`config.mk`:
```
export PLATFORM = sky130hd
export DESIGN_NAME = output_buffer_tx
export DESIGN_NICKNAME = d
export VERILOG_FILES = /design/src/rtl/output_buffer_tx_pkg.sv /design/src/rtl/output_buffer_tx_fifo.sv /design/src/rtl/output_buffer_tx.sv
export SDC_FILE = /design/constraint.sdc
export NUM_CORES = 1
export LEC_CHECK = 0
export CORE_MARGIN = 1.5
export CORE_UTILIZATION = 32
export CTS_CLUSTER_DIAMETER = 80
export DETAILED_ROUTE_END_ITERATION = 16
export SETUP_SLACK_MARGIN = 0.5
export SYNTH_ARGS = -nofsm -noshare
export SYNTH_HDL_FRONTEND = slang
export SYNTH_SLANG_ARGS = --single-unit
```
`constraint.sdc`:
```
create_clock -name clock -period 2.34 [get_ports clock]
set_clock_uncertainty 0.15 [all_clocks]
set_input_delay 0.234 -clock clock [delete_from_list [all_inputs] [get_ports clock]]
set_output_delay 0.234 -clock clock [all_outputs]
set_load 0.05 [all_outputs]
```
`src/rtl/output_buffer_tx_pkg.sv`:
```
// Shared router types: packet word, link framing and transmit FSM states.
package RouterPkg;

    typedef logic [31:0] pkt_t;

    localparam int unsigned BYTES_PER_PKT = 4;

    typedef enum logic {
        TX_IDLE,
        TX_SEND
    } tx_state_t;

endpackage

```
`src/rtl/output_buffer_tx_fifo.sv`:
```
// Synchronous packet FIFO with a combinational head output.
// Pointers wrap modulo DEPTH, so DEPTH does not need to be a power of two.
module pkt_fifo
    import RouterPkg::*;
#(
    parameter int  DEPTH = 4,
    parameter type T     = pkt_t
) (
    input  logic                       clock,
    input  logic                       reset,
    input  logic                       push,
    input  logic                       pop,
    input  T                           din,
    output T                           dout,
    output logic [$clog2(DEPTH+1)-1:0] count,
    output logic                       full,
    output logic                       empty
);

    localparam int CW = $clog2(DEPTH + 1);
    localparam int PW = (DEPTH > 1) ? $clog2(DEPTH) : 1;

    T              mem_q [DEPTH];
    T              mem_d [DEPTH];
    logic [PW-1:0] wr_ptr_q, wr_ptr_d;
    logic [PW-1:0] rd_ptr_q, rd_ptr_d;
    logic [CW-1:0] count_q, count_d;
    logic          do_push, do_pop;

    assign full  = (count_q == CW'(DEPTH));
    assign empty = (count_q == '0);
    assign count = count_q;
    assign dout  = mem_q[rd_ptr_q];

    // Next-state for storage, pointers and occupancy; requests are guarded internally.
    always_comb begin
        mem_d    = mem_q;
        wr_ptr_d = wr_ptr_q;
        rd_ptr_d = rd_ptr_q;
        count_d  = count_q;
        do_push  = push && !full;
        do_pop   = pop && !empty;
        if (do_push) begin
            mem_d[wr_ptr_q] = din;
            wr_ptr_d = (wr_ptr_q == PW'(DEPTH - 1)) ? '0 : wr_ptr_q + 1'b1;
        end
        if (do_pop) begin
            rd_ptr_d = (rd_ptr_q == PW'(DEPTH - 1)) ? '0 : rd_ptr_q + 1'b1;
        end
        case ({do_push, do_pop})
            2'b10:   count_d = count_q + 1'b1;
            2'b01:   count_d = count_q - 1'b1;
            default: count_d = count_q;
        endcase
    end

    // Pointer and count registers; reset empties the queue.
    always_ff @(posedge clock) begin
        if (reset) begin
            wr_ptr_q <= '0;
            rd_ptr_q <= '0;
            count_q  <= '0;
        end else begin
            wr_ptr_q <= wr_ptr_d;
            rd_ptr_q <= rd_ptr_d;
            count_q  <= count_d;
        end
    end

    // Packet storage; contents are don't-care while the queue is empty.
    always_ff @(posedge clock) begin
        mem_q <= mem_d;
    end

endmodule

```
`src/rtl/output_buffer_tx.sv`:
```
// Per-output-port packet buffer and byte-serial link transmitter (MSB byte first).
module output_buffer_tx
    import RouterPkg::*;
#(
    parameter int DEPTH    = 4,
    parameter int ROUTERID = 0
) (
    input  logic                       clock,
    input  logic                       reset,
    input  pkt_t                       pkt_in,
    input  logic                       pkt_in_avail,
    output logic                       ob_ready_to_recv,
    input  logic                       free_outbound,
    output logic                       put_outbound,
    output logic [7:0]                 payload_outbound,
    output logic [$clog2(DEPTH+1)-1:0] fifo_count,
    output logic                       overflow_err
);

    localparam logic [1:0] LAST_BYTE = 2'(BYTES_PER_PKT - 1);

    pkt_t      fifo_head;
    logic      fifo_push, fifo_pop, fifo_full, fifo_empty;
    logic      start_ok;

    tx_state_t state_q, state_d;
    logic [1:0] byte_cnt_q, byte_cnt_d;
    pkt_t      shreg_q, shreg_d;
    logic      put_q, put_d;
    logic [7:0] payload_q, payload_d;
    logic      overflow_q, overflow_d;

    pkt_fifo #(
        .DEPTH (DEPTH),
        .T     (pkt_t)
    ) u_fifo (
        .clock (clock),
        .reset (reset),
        .push  (fifo_push),
        .pop   (fifo_pop),
        .din   (pkt_in),
        .dout  (fifo_head),
        .count (fifo_count),
        .full  (fifo_full),
        .empty (fifo_empty)
    );

    assign ob_ready_to_recv = !fifo_full;
    assign put_outbound     = put_q;
    assign payload_outbound = payload_q;
    assign overflow_err     = overflow_q;

    // Accept / drop decision; ready depends on the count alone, never on a same-cycle pop.
    always_comb begin
        fifo_push  = pkt_in_avail && ob_ready_to_recv;
        overflow_d = overflow_q || (pkt_in_avail && !ob_ready_to_recv);
    end

    // Transmit FSM. The link byte is registered, so the first byte is loaded
    // straight from the FIFO head and the shift register holds the remaining bytes.
    always_comb begin
        state_d    = state_q;
        byte_cnt_d = byte_cnt_q;
        shreg_d    = shreg_q;
        put_d      = 1'b0;
        payload_d  = '0;
        fifo_pop   = 1'b0;
        start_ok   = !fifo_empty && free_outbound;
        case (state_q)
            TX_IDLE: begin
                if (start_ok) begin
                    fifo_pop   = 1'b1;
                    state_d    = TX_SEND;
                    byte_cnt_d = '0;
                    shreg_d    = {fifo_head[23:0], 8'h00};
                    put_d      = 1'b1;
                    payload_d  = fifo_head[31:24];
                end
            end
            TX_SEND: begin
                if (byte_cnt_q == LAST_BYTE) begin
                    if (start_ok) begin
                        fifo_pop   = 1'b1;
                        byte_cnt_d = '0;
                        shreg_d    = {fifo_head[23:0], 8'h00};
                        put_d      = 1'b1;
                        payload_d  = fifo_head[31:24];
                    end else begin
                        state_d = TX_IDLE;
                    end
                end else begin
                    put_d      = 1'b1;
                    payload_d  = shreg_q[31:24];
                    shreg_d    = {shreg_q[23:0], 8'h00};
                    byte_cnt_d = byte_cnt_q + 1'b1;
                end
            end
            default: state_d = TX_IDLE;
        endcase
    end

    // State, link output and sticky error registers; reset aborts any packet in flight.
    always_ff @(posedge clock) begin
        if (reset) begin
            state_q    <= TX_IDLE;
            byte_cnt_q <= '0;
            shreg_q    <= '0;
            put_q      <= 1'b0;
            payload_q  <= '0;
            overflow_q <= 1'b0;
        end else begin
            state_q    <= state_d;
            byte_cnt_q <= byte_cnt_d;
            shreg_q    <= shreg_d;
            put_q      <= put_d;
            payload_q  <= payload_d;
            overflow_q <= overflow_d;
        end
    end

    // The FSM must only pop when a packet is queued.
    a_pop_nonempty : assert property (@(posedge clock) disable iff (reset) fifo_pop |-> !fifo_empty)
        else $error("output_buffer_tx[%0d]: pop from empty FIFO", ROUTERID);

endmodule

```
==> summary.md, run 1 <==
| Metric | Value |
|---|---|
| Detailed Place HPWL | `between 7000 and 8000 um` |
| Gr ovfl total | `0` |
| H-tree Lvls | `4` |
| Die width | `~150 um` |
| Commonest non-fill, non-tap cell in the layout | `edfxtp_1` |
| Synth Cell Area | `between 0.006 and 0.007 mm^2` |
| Nets@finish | `543` |
| Setup CP Type | `reg -> reg` |
| Top-area cell type share of the netlist area | `0.566` |
| Vias/cell | `just under 5` |
| CP Data Arrival Time | `2.37 ns` |
| Cells after Synth | `~430` |
| DRT Pass-1 Iters | `4` |
| Number of remaining DRC errors | `0` |
| Die Area | `0.0221 mm^2` |
| Slew @ Worst Pin | `0.507 ns` |
| Worst rel slew slack | `0.663` |
| ANT nets after route | `0` |
| Via count | `about 3.8k` |
| Finish-stage setup viols | `0` |
| Startpoint types | `flip-flop` |
| Status | `complete, no violations` |
| Vias in the first global route | `roughly 4k` |
| Max_cap viols | `0` |
| Fin. Hold Viols | `0` |
| Tcrit/Tclk final | `0.932` |
| M1 GR Usage | `0.159` |
| Placed Cells | `roughly 730` |
| Yosys top cell by area | `edfxtp_1` |
| CTS sink cnt | `~180` |
| WP data required | `between 2 and 3 ns` |
| First-pass GRT wire length | `approximately 21,000 um` |
| Clock Latency Late Sink | `between 0.4 and 0.5 ns` |
| Row Count | `53` |
| Max Fanout on Critical Path | `2` |
| #FFs+latches synth | `between 150 and 200` |
| CTS Buffer Depth | `2` |
| Yosys warns | `0` |
| Drt initial violations | `377` |
| Post-Syn Area per Cell | `approximately 16 um^2` |
| Final min period | `approximately 2.2 ns` |
| Grt peak-use layer | `met2` |
| Hold WS | `about 0.29 ns` |
| VDD IR max | `between 500 and 600 uV` |
| Syn-to-layout area delta | `28.6%` |
| Drt wl/cell | `approximately 19 um` |
| Max-slew violation count | `0` |
| Post-Syn Nets | `469` |
| Most frequent cells in the layout | `edfxtp_1, dfxtp_1, a21oi_1, clkdlybuf4s50_1, nand2_1` |
| Cell Pwr Density | `~1100 mW/mm^2` |
| Routability cong. | `roughly 0.76` |
| Fmax | `approximately 460 MHz` |
| Pin count of the biggest net entering global routing | `39` |
| Synth top area cells | `edfxtp_1, dfxtp_1, mux4_2` |
| Sequential area share after synthesis | `0.717` |
| Final non-filler cell total | `approximately 790` |
| Root Buffer | `clkbuf_16` |
| Met3 Use GR | `0.0322` |
| CTS Buf Count | `17` |
| Port bufs | `between 40 and 50` |
| Initial antenna violation count | `0` |
| Initial core utilization | `0.325` |
| Crit. End Element | `flip-flop` |
| Unique cell type count in the Yosys netlist | `31` |
| Chip Height | `around 150 um` |
| I/O Pins | `50` |
| RSZ-0062 raised after global routing | `true` |
| Met2 usage | `0.215` |
| ANT cells | `0` |
| P_leak | `0.00296 uW` |
| Ratio of cells with drive above 1 in the final layout | `0.232` |
| Hold crit path type | `in -> reg` |
| Routed WL | `15,200 um` |
| Core area | `0.0209 mm^2` |
| Clock-pin slew on the worst setup and hold paths | `0.07 ns` |
| GRT Util Overall | `0.128` |
| CTS tree | `done` |
-- sequential cells by signal (all words and copies together) (netlist names) --
| signal | flops |
|---|---|
| u_fifo.mem_q | 128 |
| shreg_q | 32 |
| payload_outbound | 8 |
| u_fifo.count | 3 |
| byte_cnt_q | 2 |
| u_fifo.rd_ptr_q | 2 |
| u_fifo.wr_ptr_q | 2 |
| overflow_err | 1 |
| put_outbound | 1 |
-- cell families after synthesis --
group	count (synthesis)	share of synthesized area
AOI/OAI and AO/OA	73	0.0664
xor gates and xnor gates	2	0.00258
adders and majority gates	8	0.0159
buffers and inverters	35	0.0275
DFF	179	0.717
muxes	32	0.106
and+or+nand+nor	96	0.0645
-- cell type report --
type	count	area [um^2]
timing repair buffer	85	1020
sequential	179	4880
fill	1851	12200
clock inverter	15	236
inverter	5	18.8
clock buffer	17	425
tap	275	344
multi-input combinational	211	1800
-- power breakdown --
group | switching (uW) | internal (uW) | total [uW]
clock network | 1160 | 2000 | 3160
logic | 1390 | 1070 | 2460
registers | 185 | 3860 | 4050
total | 2740 | 6930 | 9670
-- synth_stat cells, drive strengths merged --
cell type,instances
inv,5
or3b,1
or4,1
a21o,2
nand2,34
nand3,13
o31a,1
clkbuf,9
and3,4
ha,7
fa,1
xor2,2
and2,8
o31ai,1
a41oi,1
nor2b,1
edfxtp,128
buf,21
a21oi,41
a211oi,24
nor3,1
o21ai,3
nor2,30
or3,1
nand2b,2
mux4,32
dfxtp,51
-- critical path, cell delays in order, from the launching register on --
cell and delay, ns:
dfxtp_4 0.35, or3b_4 0.41, nand2_4 0.08, ha_4 0.13, inv_2 0.03, fa_2 0.33
xor2_1 0.15, or3_1 0.33, a21oi_2 0.13
-- path summary, 6_finish.rpt --
path,from,endpoint,slack (ns),cells after the start
setup / recovery,u_fifo.count[0],u_fifo.count[2],0.16,8
hold reg to reg,shreg_q[4],shreg_q[4],0.31,1
hold / removal,pkt_in[16],u_fifo.mem_q[112],0.29,1
setup reg to reg,u_fifo.count[0],u_fifo.count[2],0.16,8
-- timing repair --
action	CTS	global route
buffers inserted	6	4
cloned	0	12
hold buffers	0	0
pin swaps	2	6
resized for setup	19	23
hold endpoints to repair	0	0
setup endpoints to repair	35	146
-- per-layer routing --
layer	share of wire	up-vias
li1	-	1776
met1	0.43	1942
met2	0.51	99
met3	0.050	13
met4	0.013	0
met5	0	-
-- per-stage QoR --
stage                     TNS (ns)  power, uW  worst slack, ns  utilization  instance area [um^2]
final                            0       9670            0.159        0.418                  8730
after global routing             0      10100            0.103        0.418                  8730
after CTS                        0       9530            0.180        0.402                  8400
after detailed placement    -0.102       6360           -0.102        0.369                  7700
after global placement           0       6300           0.0202        0.369                  7700
after floorplan           -0.00494       5710         -0.00494            -                  6850
No activity file was read; power rests on OpenSTA's default activity.
==> inputs of run 2 (changes only) <==
- GPL_TIMING_DRIVEN: unset -> 0
==> summary.md, run 2 (synthesis results as in run 1) <==
| Metric | Value |
|---|---|
| WP data required | `2.54 ns (about the same)` |
| Max_cap viols | `0 (unchanged)` |
| Setup CP Type | `reg -> reg` |
| Fin. Hold Viols | `0 (unchanged)` |
| DRT Pass-1 Iters | `5 (+1)` |
| First-pass GRT wire length | `21,200 um (+0.72%)` |
| Final min period | `2.27 ns (+0.0882 ns)` |
| Gr ovfl total | `0 (unchanged)` |
| Die width | `149 um (unchanged)` |
| Tcrit/Tclk final | `0.970 (+0.0377)` |
| Placed Cells | `747 (+1.9%)` |
| CP Data Arrival Time | `2.47 ns (+0.10 ns)` |
| Initial core utilization | `0.325 (unchanged)` |
| Drt wl/cell | `18.1 um (-6.2%)` |
| Max Fanout on Critical Path | `3 (+1)` |
| Filler instances | `1,878 (+1.5%)` |
| CP bufs+invs | `2 (+1)` |
| P_leak | `0.00286 uW (-3.1%)` |
| Most frequent cells in the layout | `edfxtp_1, dfxtp_1, a21oi_1, nand2_1, clkdlybuf4s50_1` |
| Finish-stage setup viols | `0 (unchanged)` |
| CTS tree | `done` |
| Startpoint types | `flip-flop` |
| Status | `complete, no violations` |
| Port bufs | `47 (-4.1%)` |
| VDD IR max | `535 uV (-4.4%)` |
| Crit. End Element | `flip-flop` |
| I/O Pins | `50 (unchanged)` |
| CP max stage cell | `or3b_4` |
| Largest Register | `u_fifo.mem_q` |
| Number of remaining DRC errors | `0 (unchanged)` |
| Cell Pwr Density | `1090 mW/mm^2 (-1.5%)` |
| Final non-filler cell total | `798 (+1.4%)` |
| Slew @ Worst Pin | `0.768 ns (+0.261 ns)` |
| Vias in the first global route | `4,015 (+3.1%)` |
| Core area | `0.0209 mm^2 (unchanged)` |
| Clock Latency Late Sink | `0.42 ns (about the same)` |
| Max FFs per register | `128 (unchanged)` |
| Initial antenna violation count | `0 (unchanged)` |
| Drt initial violations | `307 (-19%)` |
| Syn-to-layout area delta | `25.0%` |
| Detailed Place HPWL | `8610 um (+9.2%)` |
| Commonest non-fill, non-tap cell in the layout | `edfxtp_1` |
| Final setup TNS | `0 ns (unchanged)` |
| CTS Buf Count | `17 (unchanged)` |
| Routability cong. | `0.833 (+9.4%)` |
| Hold_buf cts | `0 (unchanged)` |
| Pin count of the biggest net entering global routing | `33 (-15%)` |
| ANT cells | `0 (unchanged)` |
| Via count | `3,890 (+1.6%)` |
| CP cell instances | `or3b_4 -> buf_12 -> nand2_4 -> ha_4 -> inv_2 -> fa_2 -> xor2_1 -> or3_1 -> a21oi_2` |
| Ratio of cells with drive above 1 in the final layout | `0.245 (+0.0123)` |
| RSZ-0062 raised after global routing | `true` |
| Worst rel slew slack | `0.488 (-0.175)` |
| H-tree Lvls | `4 (unchanged)` |
| Root Buffer | `clkbuf_16` |
| Top cell family by delay on the critical path | `simple AND/OR/NAND/NOR gates` |
| GRT Util Overall | `0.128 (+0.000911)` |
| CTS sink cnt | `179 (unchanged)` |
| Die Area | `0.0221 mm^2 (unchanged)` |
| Slowest cell delay on critical path | `0.40 ns (about the same)` |
| Fmax | `441 MHz (-3.9%)` |
| Chip Height | `149 um (unchanged)` |
| ANT nets after route | `0 (unchanged)` |
| Routed WL | `14,400 um (-4.8%)` |
| Max-slew violation count | `0 (unchanged)` |
| Vias/cell | `4.87 (+0.17%)` |
| Nets@finish | `554 (+2.0%)` |
| CTS Buffer Depth | `2 (unchanged)` |
| Clock-pin slew on the worst setup and hold paths | `0.07 ns (about the same)` |
| Hold crit path type | `in -> reg` |
| Row Count | `53 (unchanged)` |
[run 2: timing repair]
item                                    4_1_cts  5_1_grt
cloned                                        0        4
endpoints found under the hold margin         0        0
resized for setup                            36       27
buffers inserted                             13        2
endpoints found under the setup margin      145      168
pin swaps                                     1        6
[run 2: layout make-up]
cell class,count,area (um^2),share of cell area
plain buffers,30,215,0.0254
clock buffers,25,518,0.0611
clock inverters,7,45.0,0.00531
inverters,5,18.8,0.00221
multi-input cells,215,1880,0.221
flip-flops and latches,179,4880,0.576
well taps,275,344,0.0406
repair buffers,62,582,0.0686
[run 2: metal layers]
metal	share of wire	GRT usage
met5	0	0
met4	0.016	0.0644
met3	0.053	0.0307
met2	0.50	0.208
met1	0.43	0.161
[run 2: report_power, final]
group | internal (uW) | switching [uW] | total, uW
combinational | 1100 | 1420 | 2530
sequential | 3860 | 193 | 4050
clock | 1540 | 1130 | 2670
[run 2: stage by stage]
step	setup slack [ns]	total power (uW)	hold WS, ns	util	cell area, um^2
final	0.0707	9250	0.135	0.406	8480
after CTS	0.0709	9180	0.0869	0.400	8360
after detailed placement	-0.306	6390	0.296	0.367	7660
after floorplan	-0.00494	5710	0.183	-	6850
after global routing	-0.00714	9660	0.151	0.406	8480
after global placement	-0.242	6340	0.293	0.367	7660
[run 2: worst paths after layout]
| kind | start | endpoint | slack, ns | cells after the start |
|---|---|---|---|---|
| min reg2reg | shreg_q[6] | shreg_q[6] | 0.32 | 1 |
| min | reset | shreg_q[31] | 0.13 | 2 |
| max | u_fifo.count[0] | u_fifo.count[2] | 0.07 | 9 |
| max reg2reg | u_fifo.count[0] | u_fifo.count[2] | 0.07 | 9 |
==> inputs of run 3 (changes only) <==
- DONT_BUFFER_PORTS: unset -> 1
- REMOVE_ABC_BUFFERS: unset -> 1
==> summary.md, run 3 (synthesis results as in run 1) <==
| Metric | Value |
|---|---|
| Status | `finished with violations` |
| Violated checks | `hold timing, setup timing` |
| Hold_buf cts | `33 (+33)` |
| Via count | `3,681 (-5.4%)` |
| Initial antenna violation count | `0 (unchanged)` |
| Finish-stage setup viols | `1 (+1)` |
| GRT Util Overall | `0.134 (+0.00527)` |
| Worst rel slew slack | `0.438 (-0.0502)` |
| Routed WL | `13,800 um (-4.2%)` |
| I/O Pins | `50 (unchanged)` |
| Hold crit path type | `in -> reg` |
| CTS Buffer Depth | `2 (unchanged)` |
| Fmax | `407 MHz (-7.6%)` |
| Commonest non-fill, non-tap cell in the layout | `edfxtp_1` |
| Max_cap viols | `0 (unchanged)` |
| WP data required | `2.54 ns (about the same)` |
| Hold WS | `-0.288 ns (-0.423 ns)` |
| Clock-pin slew on the worst setup and hold paths | `0.07 ns (about the same)` |
| DRT Pass-1 Iters | `4 (-1)` |
| CP Data Arrival Time | `2.66 ns (+0.19 ns)` |
| Startpoint types | `flip-flop` |
| Max Fanout on Critical Path | `8 (+5)` |
| Clock Latency Late Sink | `0.42 ns (about the same)` |
| Drt initial violations | `201 (-35%)` |
| Ratio of cells with drive above 1 in the final layout | `0.226 (-0.0183)` |
| Gr ovfl total | `0 (unchanged)` |
| Vias/cell | `4.89 (+0.42%)` |
| RSZ-0062 raised after global routing | `true` |
| Most frequent cells in the layout | `edfxtp_1, dfxtp_1, a21oi_1, nand2_1, dlygate4sd3_1` |
| Setup CP Type | `reg -> reg` |
| ANT nets after route | `0 (unchanged)` |
| Final setup TNS | `-0.117 ns (-0.117 ns)` |
| Die width | `149 um (unchanged)` |
| Largest Register | `u_fifo.mem_q` |
| Fin. Hold Viols | `50 (+50)` |
| Number of remaining DRC errors | `0 (unchanged)` |
| Root Buffer | `clkbuf_16` |
| Detailed Place HPWL | `8200 um (-4.8%)` |
| Chip Height | `149 um (unchanged)` |
| Core area | `0.0209 mm^2 (unchanged)` |
| Final Core Density | `0.396 (-0.00994)` |
| Pre-CTS setup slack | `-0.845 ns (-0.539 ns)` |
| Vias in the first global route | `3,986 (-0.72%)` |
| Worst setup margin | `-0.117 ns (-0.187 ns)` |
| Cell Pwr Density | `1100 mW/mm^2 (+0.44%)` |
| H-tree Lvls | `4 (unchanged)` |
| CTS sink cnt | `179 (unchanged)` |
| ANT cells | `0 (unchanged)` |
| Pin count of the biggest net entering global routing | `45 (+36%)` |
| Nets@finish | `508 (-8.3%)` |
| Crit. End Element | `flip-flop` |
| Port bufs | `0 (-100%)` |
| P_leak | `0.00269 uW (-6.1%)` |
| Routability cong. | `0.691 (-17%)` |
| Die Area | `0.0221 mm^2 (unchanged)` |
| Initial core utilization | `0.325 (unchanged)` |
| Max-slew violation count | `0 (unchanged)` |
| Row Count | `53 (unchanged)` |
| Tcrit/Tclk final | `1.05 (+0.0801)` |
| Drt wl/cell | `18.4 um (+1.7%)` |
| Max FFs per register | `128 (unchanged)` |
| CTS Buf Count | `17 (unchanged)` |
| Final min period | `2.46 ns (+0.187 ns)` |
| CTS tree | `done` |
| Slew @ Worst Pin | `0.843 ns (+0.0753 ns)` |
| VDD IR max | `639 uV (+19%)` |
| First-pass GRT wire length | `21,900 um (+3.0%)` |
| Syn-to-layout area delta | `21.9%` |
==> run 3: cell count changes in the layout (fill, tap and decap cells not counted), moves of 4 or more <==
cell | before | now
buf_2 | 6 | 0
dlygate4sd2_1 | 11 | 0
clkdlybuf4s50_1 | 33 | 0
inv_8 | 0 | 7
buf_16 | 0 | 6
dlygate4sd3_1 | 0 | 33
clkbuf_1 | 11 | 0
and3_4 | 7 | 0
buf_4 | 19 | 5
buf_6 | 7 | 2
a211oi_2 | 5 | 1
a211oi_1 | 19 | 23
==> run 3: layout make-up <==
type,instances,area [um^2]
clock inverter,15,160
multi-input combinational,212,1820
fill,1925,12600
inverter,5,18.8
tap,275,344
sequential,179,4890
clock buffer,17,425
timing repair buffer,49,611
==> run 3: per-stage QoR <==
stage,area [um^2],hold WS [ns],power [uW],cells
final,8270,-0.288,9070,752
after global routing,8270,-0.317,9510,752
after CTS,8220,-0.308,9100,750
after detailed placement,7180,0.160,6120,678
after global placement,6960,0.160,5960,670
after floorplan,6620,0.149,5510,395
==> run 3: critical path, stage by stage, from the launching register on <==
cell     delay (ns)
dfxtp_4        0.49
or3b_4         0.55
nand2_4        0.10
ha_4           0.13
inv_2          0.04
fa_2           0.33
xor2_1         0.15
or3_1          0.32
a21oi_2        0.12
==> run 3: power by group <==
group,switching (uW),total [uW],internal (uW)
clock network,1310,2750,1430
logic,1080,2030,947
registers,422,4290,3870
total,2820,9070,6250
==> run 3: layer usage <==
metal	up-vias	part of all wire	track usage
met1	1913	0.45	0.171
li1	1707	-	-
met3	9	0.034	0.0362
met4	0	0.0088	0.0411
met5	-	0	0
met2	52	0.50	0.221
==> run 3: final timing paths <==
| path | from | endpoint | slack [ns] | cells past startpoint |
|---|---|---|---|---|
| hold reg to reg | shreg_q[24] | payload_outbound[0] | 0.31 | 2 |
| hold / removal | reset | u_fifo.count[2] | -0.29 | 1 |
| setup / recovery | u_fifo.count[2] | u_fifo.count[2] | -0.12 | 8 |
| setup reg to reg | u_fifo.count[2] | u_fifo.count[2] | -0.12 | 8 |
==> run 3: repair_timing <==
item,4_1_cts,5_1_grt
setup buffers,5,2
cloned,2,0
gates resized for setup,18,12
pin swaps,6,3
endpoints found under the setup margin,178,176
endpoints found under the hold margin,179,50
